### config.mk
export PLATFORM = sky130hd
export DESIGN_NAME = conv_encoder
export DESIGN_NICKNAME = d
export VERILOG_FILES = /design/src/rtl/conv_encoder.sv
export SDC_FILE = /design/constraint.sdc
export NUM_CORES = 1
export LEC_CHECK = 0
export ABC_AREA = 1
export CAP_MARGIN = 10
export CORE_MARGIN = 3
export CORE_UTILIZATION = 50
export CTS_CLUSTER_DIAMETER = 50
export DETAILED_ROUTE_END_ITERATION = 10
export HOLD_SLACK_MARGIN = 0.15
export PLACE_DENSITY_LB_ADDON = 0.15
export SYNTH_ARGS = -nofsm -noshare
export SYNTH_HDL_FRONTEND = slang
export SYNTH_SLANG_ARGS = --single-unit
### constraint.sdc
create_clock -name clk -period 1.36 [get_ports clk]
set_clock_uncertainty 0.05 [all_clocks]
set_input_delay 0.272 -clock clk [delete_from_list [all_inputs] [get_ports clk]]
set_output_delay 0.272 -clock clk [all_outputs]
set_load 0.02 [all_outputs]
### src/rtl/conv_encoder.sv
// conv_encoder
//   Rate-1/2, constraint-length-4 (8-state) convolutional encoder. Takes one
//   information bit per handshake and emits one 2-bit coded symbol per
//   handshake through a single-entry output register.
//
//   Optional feature macro: CONV_ENC_TAIL_EN
//     defined   : every FRAME_LEN-bit frame is terminated with three zero tail
//                 bits so the trellis ends in state 0; sym_last marks the third
//                 tail symbol.
//     undefined : continuous encoding across frames, no tail; sym_last marks
//                 the FRAME_LEN-th data symbol of each frame.
//
// Parameters
//   FRAME_LEN  information bits per frame (1..1024)
//   G0         generator for sym[1]; bit 3 taps the current input bit
//   G1         generator for sym[0]; bit 3 taps the current input bit
//
// Ports
//   clk        rising-edge clock
//   rst        asynchronous active-low reset
//   enable     low = synchronous clear of all state
//   din        information bit
//   din_valid  din is valid
//   din_ready  encoder accepts din this cycle
//   sym        coded symbol {c1,c0}
//   sym_valid  sym is valid
//   sym_ready  downstream accepts sym this cycle
//   sym_last   qualifies the final symbol of a frame
module conv_encoder #(
  parameter int         FRAME_LEN = 64,
  parameter logic [3:0] G0        = 4'b1111,
  parameter logic [3:0] G1        = 4'b1101
) (
  input  logic       clk,
  input  logic       rst,
  input  logic       enable,
  input  logic       din,
  input  logic       din_valid,
  output logic       din_ready,
  output logic [1:0] sym,
  output logic       sym_valid,
  input  logic       sym_ready,
  output logic       sym_last
);

  localparam int            CW       = $clog2(FRAME_LEN + 1);
  localparam logic [CW-1:0] LAST_BIT = CW'(FRAME_LEN - 1);

  logic [2:0]    s;
  logic [2:0]    s_next;
  logic [CW-1:0] cnt;
  logic [CW-1:0] cnt_next;
  logic [1:0]    sym_next;
  logic          sym_valid_next;
  logic          sym_last_next;

  logic          in_data;
  logic          slot_free;
  logic          push;
  logic          u;
  logic [3:0]    r;
  logic [1:0]    code;

`ifdef CONV_ENC_TAIL_EN
  typedef enum logic {DATA, TAIL} state_t;

  state_t     state;
  state_t     state_next;
  logic [1:0] tail_cnt;
  logic [1:0] tail_cnt_next;

  assign in_data = (state == DATA);
`else
  assign in_data = 1'b1;
`endif

  // The output slot can take a new symbol when it is empty or being drained
  // in this same cycle, which is what sustains one symbol per cycle.
  assign slot_free = !sym_valid || sym_ready;

  // Gated by rst directly so the encoder never advertises readiness while it
  // is held in reset.
  assign din_ready = rst && enable && in_data && slot_free;

  // Tail cycles shift in zeros without consuming input.
  assign u    = in_data ? din : 1'b0;
  assign push = in_data ? (din_valid && din_ready) : (enable && slot_free);

  assign r    = {u, s};
  assign code = {^(r & G0), ^(r & G1)};

  // Next-state logic: everything holds by default, so a stalled output slot
  // freezes the shift register, the frame counter and the control state.
  always_comb begin
    s_next         = s;
    cnt_next       = cnt;
    sym_next       = sym;
    sym_valid_next = sym_valid;
    sym_last_next  = sym_last;
`ifdef CONV_ENC_TAIL_EN
    state_next     = state;
    tail_cnt_next  = tail_cnt;
`endif

    if (!enable) begin
      s_next         = '0;
      cnt_next       = '0;
      sym_next       = '0;
      sym_valid_next = 1'b0;
      sym_last_next  = 1'b0;
`ifdef CONV_ENC_TAIL_EN
      state_next     = DATA;
      tail_cnt_next  = '0;
`endif
    end else begin
      if (sym_valid && sym_ready) begin
        sym_valid_next = 1'b0;
        sym_last_next  = 1'b0;
      end

      if (push) begin
        sym_next       = code;
        sym_valid_next = 1'b1;
        sym_last_next  = 1'b0;
        s_next         = {u, s[2:1]};
`ifdef CONV_ENC_TAIL_EN
        if (state == DATA) begin
          if (cnt == LAST_BIT) begin
            state_next = TAIL;
            cnt_next   = '0;
          end else begin
            cnt_next   = cnt + CW'(1);
          end
        end else begin
          // A separate tail counter keeps cnt at its minimal width even when
          // FRAME_LEN is too small to count three tail symbols.
          if (tail_cnt == 2'd2) begin
            state_next    = DATA;
            tail_cnt_next = '0;
            sym_last_next = 1'b1;
          end else begin
            tail_cnt_next = tail_cnt + 2'd1;
          end
        end
`else
        sym_last_next = (cnt == LAST_BIT);
        cnt_next      = (cnt == LAST_BIT) ? '0 : cnt + CW'(1);
`endif
      end
    end
  end

  // State and output registers.
  always_ff @(posedge clk or negedge rst) begin
    if (!rst) begin
      s         <= '0;
      cnt       <= '0;
      sym       <= '0;
      sym_valid <= 1'b0;
      sym_last  <= 1'b0;
`ifdef CONV_ENC_TAIL_EN
      state     <= DATA;
      tail_cnt  <= '0;
`endif
    end else begin
      s         <= s_next;
      cnt       <= cnt_next;
      sym       <= sym_next;
      sym_valid <= sym_valid_next;
      sym_last  <= sym_last_next;
`ifdef CONV_ENC_TAIL_EN
      state     <= state_next;
      tail_cnt  <= tail_cnt_next;
`endif
    end
  end

endmodule
# Word-level counts from Yosys, hierarchy flattened
# Cells that the tools add are included.
[totals]
word_cells = 29
out_inout_bits = 5
input_bits = 6
register_bits = 14
[classes]
n_addsub = 1
n_mux = 12
n_reduce_logical = 8
n_eq_ne = 3
[op_table]
columns = ["operator", "count"]
rows = [
  ["7-bit 2-to-1 mux", 3],
  ["4-bit parity", 2],
  ["7-bit by 1-bit adder with 7-bit output (second input constant)", 1],
  ["7-bit by 6-bit == test with 1-bit output (second input constant)", 1],
  ["3-bit 2-to-1 mux", 2],
  ["1-bit 2-to-1 mux", 5],
  ["1-bit logical AND", 4],
  ["2-bit 2-to-1 mux", 2],
  ["3-bit by 1-bit != test with 1-bit output (second input constant)", 1],
  ["2-bit by 1-bit != test with 1-bit output (second input constant)", 1],
  ["1-bit zero test", 1],
  ["1-bit logical OR", 1],
]

# Longest topological paths before layout
# Gate-level depths: netlist of run 1.
[logic_depth]
depth_word = 6
depth_mapped = 7
ltp_nobuf = 7

# Worst setup path after synthesis of run 1
# No wires, ideal clock.
[synth_path]
path_type = "reg-to-output"
from = "reg sym_valid"
to = "out din_ready"
path_stages_with_launch = 4
t_required_ns = 1.038
n_path_buf = 0
slack_ns = 0.096
arrival_time_ns = 0.942
cell_sequence = "dfrtp_1 > nand2_1 > inv_1 > nor2_1"
[synth_between]
elab_chain_cells = 3
[synth_lines]
columns = ["element", "line", "text"]
rows = [
  ["start: declaration", "41", "output logic sym_valid,"],
  ["start signal: assignment", "169", "sym_valid <= sym_valid_next;"],
  ["1-bit zero test", "79", "assign slot_free = !sym_valid || sym_ready;"],
  ["1-bit logical OR", "79", ""],
  ["1-bit logical AND", "83", "assign din_ready = rst && enable && in_data && slot_free;"],
  ["end: declaration", "39", "output logic din_ready,"],
]
# Every way passes these cells.

# Worst setup path after layout of run 1
# Same ends and word-level chain as after synthesis.

==> flow_metrics.tcl, run 1 <==
set metrics [dict create \
    status "complete, no violations" \
    critPathMaxStageDelay_ns 0.40 \
    synth_nets 96 \
    hold_violations 0 \
    drive_gt1_share_pct 23.01 \
    gp_congestion 0.7523 \
    worst-path-buf-inv 2 \
    ys_ff_latch 14 \
    finalCoreUtilization_pct 71.29 \
    clk_pin_slew_ns 0.09 \
    max-slew-margin-rel_pct 84.78 \
    ys_seq_area_share_pct 48.36 \
    drc 0 \
    slew_violations 0 \
    synth.area.top_cells "dfrtp_1 48%, nand2_1 17%, nand3_1 4.8%" \
    fin_crit_sh_pct 98.65 \
    grt_overflow 0 \
    power.density_nw_per_um2 900.0 \
    p_leak_uw 0.0005036 \
    htree_levels 1 \
    tightest_slew_ns 0.2267 \
    route.antenna.remaining_nets 0 \
    synth_top_cell_by_area "dfrtp_1" \
    rsz0062_at_grt "true" \
    rrSetupSlack_ns 0.13 \
    clockBufferDepth 2 \
    required_ns 1.04 \
    use_met1_pct 24.40 \
    grt_max_degree 15 \
    first_pass_iters 4 \
    critPathLaunchType "flip-flop" \
    via_count 639 \
    setup_viol 0 \
    fmax_ghz 0.7454 \
    grt_use_met3_pct 4.065 \
    path_cells "nand2_2 > inv_2 > nor2_2 > buf_4" \
    yosysUniqueCellTypes 18 \
    power.total_uw 855.8 \
    dieArea_um2 1942 \
    dp_hpwl_mm 1.091 \
    grt_pass1_wl_mm 2.463 \
    die_w_um 44.07 \
    cp_top_family "flip-flops" \
    fillerInstances 114 \
    syn_to_final_growth_pct 31.26 \
    drt_iter0_markers 20 \
    cts_tree "built" \
    vias_per_cell 4.992 \
    yosys_warnings 0 \
    syn_avg_cell_area_um2 8.140 \
    cts_made_buffers 3 \
    wl_per_cell_um 11.48 \
    crit_slowest_cell "dfrtp_1" \
    busiest_layer "met2" \
    nets 121 \
    ir_drop_uv 824.3 \
    syn_inst 89 \
    n_antenna_cell 0 \
    wirelength_mm 1.469 \
    io_buffers 10 \
    clock_latency_ns 0.28 \
    row_count 13 \
    synth_area_um2 724.4 \
    synth_top_area_share_pct 48.36 \
    top_level_ports 11 \
    die_y_um 44.07 \
    core_um2 1334 \
    globalRouteMet2Util_pct 26.16 \
    clkSinkCount 14 \
    end_kind "output port" \
    holdCritPathClass "in2reg" \
    start_util_pct 54.32 \
    fin_crit_ns 1.342 \
    drv_cap 0 \
    path_max_fanout 2 \
    antenna_found_initial 0 \
    finalSetupTns_ns 0 \
    critical_path_arrival_ns 1.02 \
    root_buffer "clkbuf_4" \
    grt_pass1_vias 582 \
    path_class "reg2out" \
    grt.total_usage_pct 17.47 \
]
## per-layer routing
metal,up-vias,share of wire (%)
met2,20,45
met4,0,1.5
met1,287,47
li1,328,-
met3,4,6.3
met5,-,0
## where the power goes
part	total, uW	internal [uW]	switching (uW)
clock network	302	163	139
registers	437	428	9.16
logic	117	51.1	66.2
total	856	642	214
## synthesized netlist by cell type, drive strengths merged
master and count:
a21oi 1, dfrtp 14, ha 1, inv 12, nand2 35, nand3 8, nand4 2, nor2 5
o21ai 3, o21bai 1, o22ai 2, xnor2 3, xor2 2
## sequential cells by signal (all words and copies together), names as in the netlist
name and cells:
sym_valid 1, sym_last 1, s 3, sym 2, cnt 7
## worst register-to-register path, delay by kind of cell, from the launching register on
kind,cells,cell delay [ns]
flops,1,0.40
fa+ha+maj,1,0.19
simple gates,4,0.43
compound gates,1,0.06
## cell families (layout without fill, tap and decap cells)
logic type	after synthesis	count (layout)	synth area share (%)
AND/OR/NAND/NOR	50	50	32.12
flip-flops	14	14	48.36
buffers and inverters	12	36	6.217
AO/OA/AOI/OAI	7	7	5.526
XOR/XNOR	5	5	6.046
adder cells (fa/ha/maj)	1	1	1.727
## path summary, 6_finish.rpt
path,start,to,cells past startpoint
setup reg to reg,cnt[0],cnt[0],6
hold / removal,sym_ready,sym_last,4
setup / recovery,sym_valid,din_ready,4
hold reg to reg,sym[0],sym[0],2
min in group asynchronous,rst,cnt[4],3
max in group asynchronous,rst,s[0],3
## area by class of cell
cell class / instances / area [um2] / area share [%]
Tap cell: 15 / 18.77 / 1.974
Sequential cell: 14 / 350.3 / 36.84
Clock buffer: 4 / 36.28 / 3.816
Multi-Input combinational cell: 63 / 336.6 / 35.39
Timing Repair Buffer: 20 / 163.9 / 17.24
Inverter: 12 / 45.04 / 4.737
## cells in the final DEF (no fill, tap or decap), types with 2 or more instances in the layout
cell type	n
nand2_1	32
dfrtp_1	14
buf_4	10
inv_1	8
nand3_1	7
dlygate4sd2_1	5
inv_2	4
xnor2_1	3
o21ai_1	3
clkbuf_4	3
nand2_2	2
nor2_2	2
nor2_1	2
xor2_1	2
o22ai_1	2
nand4_1	2
clkdlybuf4s50_1	2
## stage by stage
stage	std cells	area [um2]	hold WS, ns	setup WS (ns)
2_1_floorplan	89	724.4	-0.07359	0.09650
3_5_place_dp	123	910.9	0.4154	-0.5356
4_1_cts	128	948.4	0.3536	0.002662
3_3_place_gp	123	910.9	0.4206	-0.5322
6_report	128	950.9	0.3467	0.01842
5_1_grt	128	950.9	0.4146	-0.03255
## repair_timing
item | CTS | global route
gates resized for setup | 14 | 6
setup buffers | 0 | 0
hold endpoints to repair | 14 | 0
setup endpoints to repair | 5 | 4
hold buffers | 1 | 0
pin swaps | 0 | 2
(Power assumes the default switching activity.)
==> run 2, diff against run 1 <==
==> constraint.sdc (replaced) <==
create_clock -name clk -period 1.36 [get_ports clk]
set_clock_uncertainty 0.05 [all_clocks]
set_input_delay 0.272 -clock clk [delete_from_list [all_inputs] [get_ports clk]]
set_output_delay 0.272 -clock clk [all_outputs]
set_load 0.05 [all_outputs]
==> flow_metrics.tcl, run 2 (synthesized netlist as in run 1, its figures left out) <==
set metrics [dict create \
    gp_congestion 0.7467 \
    cts_made_buffers 3 \
    route.antenna.remaining_nets 0 \
    grt_pass1_vias 653 \
    crit_slowest_cell "dfrtp_2" \
    power.total_uw 846.2 \
    clkSinkCount 14 \
    whs_path_depth 4 \
    placed_area_um2 949.7 \
    fin_crit_sh_pct 101.8 \
    clock_latency_ns 0.27 \
    n_antenna_cell 0 \
    end_kind "output port" \
    die_w_um 44.07 \
    wl_per_cell_um 11.97 \
    setup_viol 1 \
    post-place-ws_ns -0.1838 \
    cp_top_family "flip-flops" \
    grt_overflow 0 \
    die_y_um 44.07 \
    nets 121 \
    fin_crit_ns 1.385 \
    violations "setup timing" \
    largest_register_ffs 7 \
    drc 0 \
    max-slew-margin-rel_pct 83.53 \
    vias_per_cell 5.031 \
    clockBufferDepth 2 \
    via_count 644 \
    hold_violations 0 \
    crit_path_start "sym_valid" \
    min_from "sym_ready" \
    p_leak_uw 0.0005159 \
    critical_path_arrival_ns 1.06 \
    top_level_ports 11 \
    cts_tree "built" \
    stdcell_area_um2 1015 \
    wirelength_mm 1.532 \
    drv_cap 0 \
    drive_gt1_share_pct 25.66 \
    fin_cells 128 \
    slew_violations 0 \
    dp_hpwl_mm 1.141 \
    grt_max_degree 15 \
    fmax_ghz 0.7223 \
    grt_pass1_wl_mm 2.773 \
    path_class "reg2out" \
    antenna_found_initial 0 \
    clk_pin_slew_ns 0.09 \
    reg_top3 "cnt x7, s x3, sym x2" \
    mostFrequentLayoutCell "nand2_1" \
    top_register "cnt" \
    rsz0062_at_grt "true" \
    htree_levels 1 \
    worstReg2RegEnd "cnt[0]" \
    root_buffer "clkbuf_4" \
    dieArea_um2 1942 \
    final_cell_mix "32 x nand2_1, 13 x dfrtp_1, 9 x buf_4, 8 x inv_1, 7 x nand3_1" \
    path_cells "nand2_4 > inv_4 > nor2_4 > buf_12" \
    power.density_nw_per_um2 833.9 \
    dp_cells 120 \
    first_pass_iters 4 \
    required_ns 1.04 \
    row_count 13 \
    grt.total_usage_pct 19.73 \
    drt_iter0_markers 14 \
    status "finished, violations left" \
    r2r_cells 6 \
    worstReg2RegStart "cnt[1]" \
    rrSetupSlack_ns 0.12 \
    path_max_fanout 2 \
    critPathLaunchType "flip-flop" \
    ir_drop_uv 866.9 \
    worstHoldEndpoint "sym_last" \
    io_buffers 10 \
    core_um2 1334 \
    fillerInstances 89 \
    syn_to_final_growth_pct 40.07 \
    fin_ws_ns -0.02451 \
    start_util_pct 54.32 \
    worst-path-buf-inv 2 \
    critPathMaxStageDelay_ns 0.43 \
    holdCritPathClass "in2reg" \
    tightest_slew_ns 0.2452 \
]
-- run 2: layer usage --
layer  global-route usage, %  wire length [um]  up-vias
met5                       0                 0        -
met4                   5.422                12        0
met3                   5.285               105        2
met2                   34.59               790       21
met1                   23.68               624      292
li1                        -                 -      329
-- run 2: worst max path at each step --
stage,slack (ns),cells past startpoint,end
after global routing,-0.08,4,din_ready
final,-0.02,4,din_ready
after detailed placement,-0.18,8,sym[1]
after floorplan,0.04,3,din_ready
after global placement,-0.17,6,din_ready
after CTS,-0.03,4,din_ready
-- run 2: power by group --
part	internal [uW]	switching (uW)	total (uW)
combinational	74.0	87.5	161
clock	114	131	244
sequential	428	12.1	440
-- run 2: what timing repair did --
item | CTS | global route
hold endpoints to repair | 14 | 0
setup endpoints to repair | 1 | 2
hold buffers | 1 | 0
resized for setup | 6 | 1
pin swaps | 3 | 0
setup buffers | 3 | 0
-- run 2: metrics by stage --
stage	TNS (ns)	utilization, %	hold slack, ns
floorplan	0	-	-0.07359
global route	-0.08075	76.08	0.3832
global placement	-1.725	71.20	0.4374
CTS	-0.02987	75.89	0.3654
finish	-0.02451	76.08	0.3584
detailed placement	-2.115	71.20	0.4670
-- run 2: cell type report --
| type | count | area [um2] | share of cell area, % |
|---|---|---|---|
| repair buffers | 20 | 224.0 | 22.07 |
| clock buffers | 4 | 26.28 | 2.589 |
| flip-flops and latches | 14 | 351.6 | 34.65 |
| well taps | 15 | 18.77 | 1.850 |
| inverters | 12 | 47.55 | 4.686 |
| multi-input cells | 63 | 346.6 | 34.16 |
-- run 2: tightest hold or removal path, delay by kind of cell --
kind,cells,cell delay [ns]
AOI/OAI and AO/OA,1,0.06
buffers and inverters,1,0.21
and+or+nand+nor,2,0.10
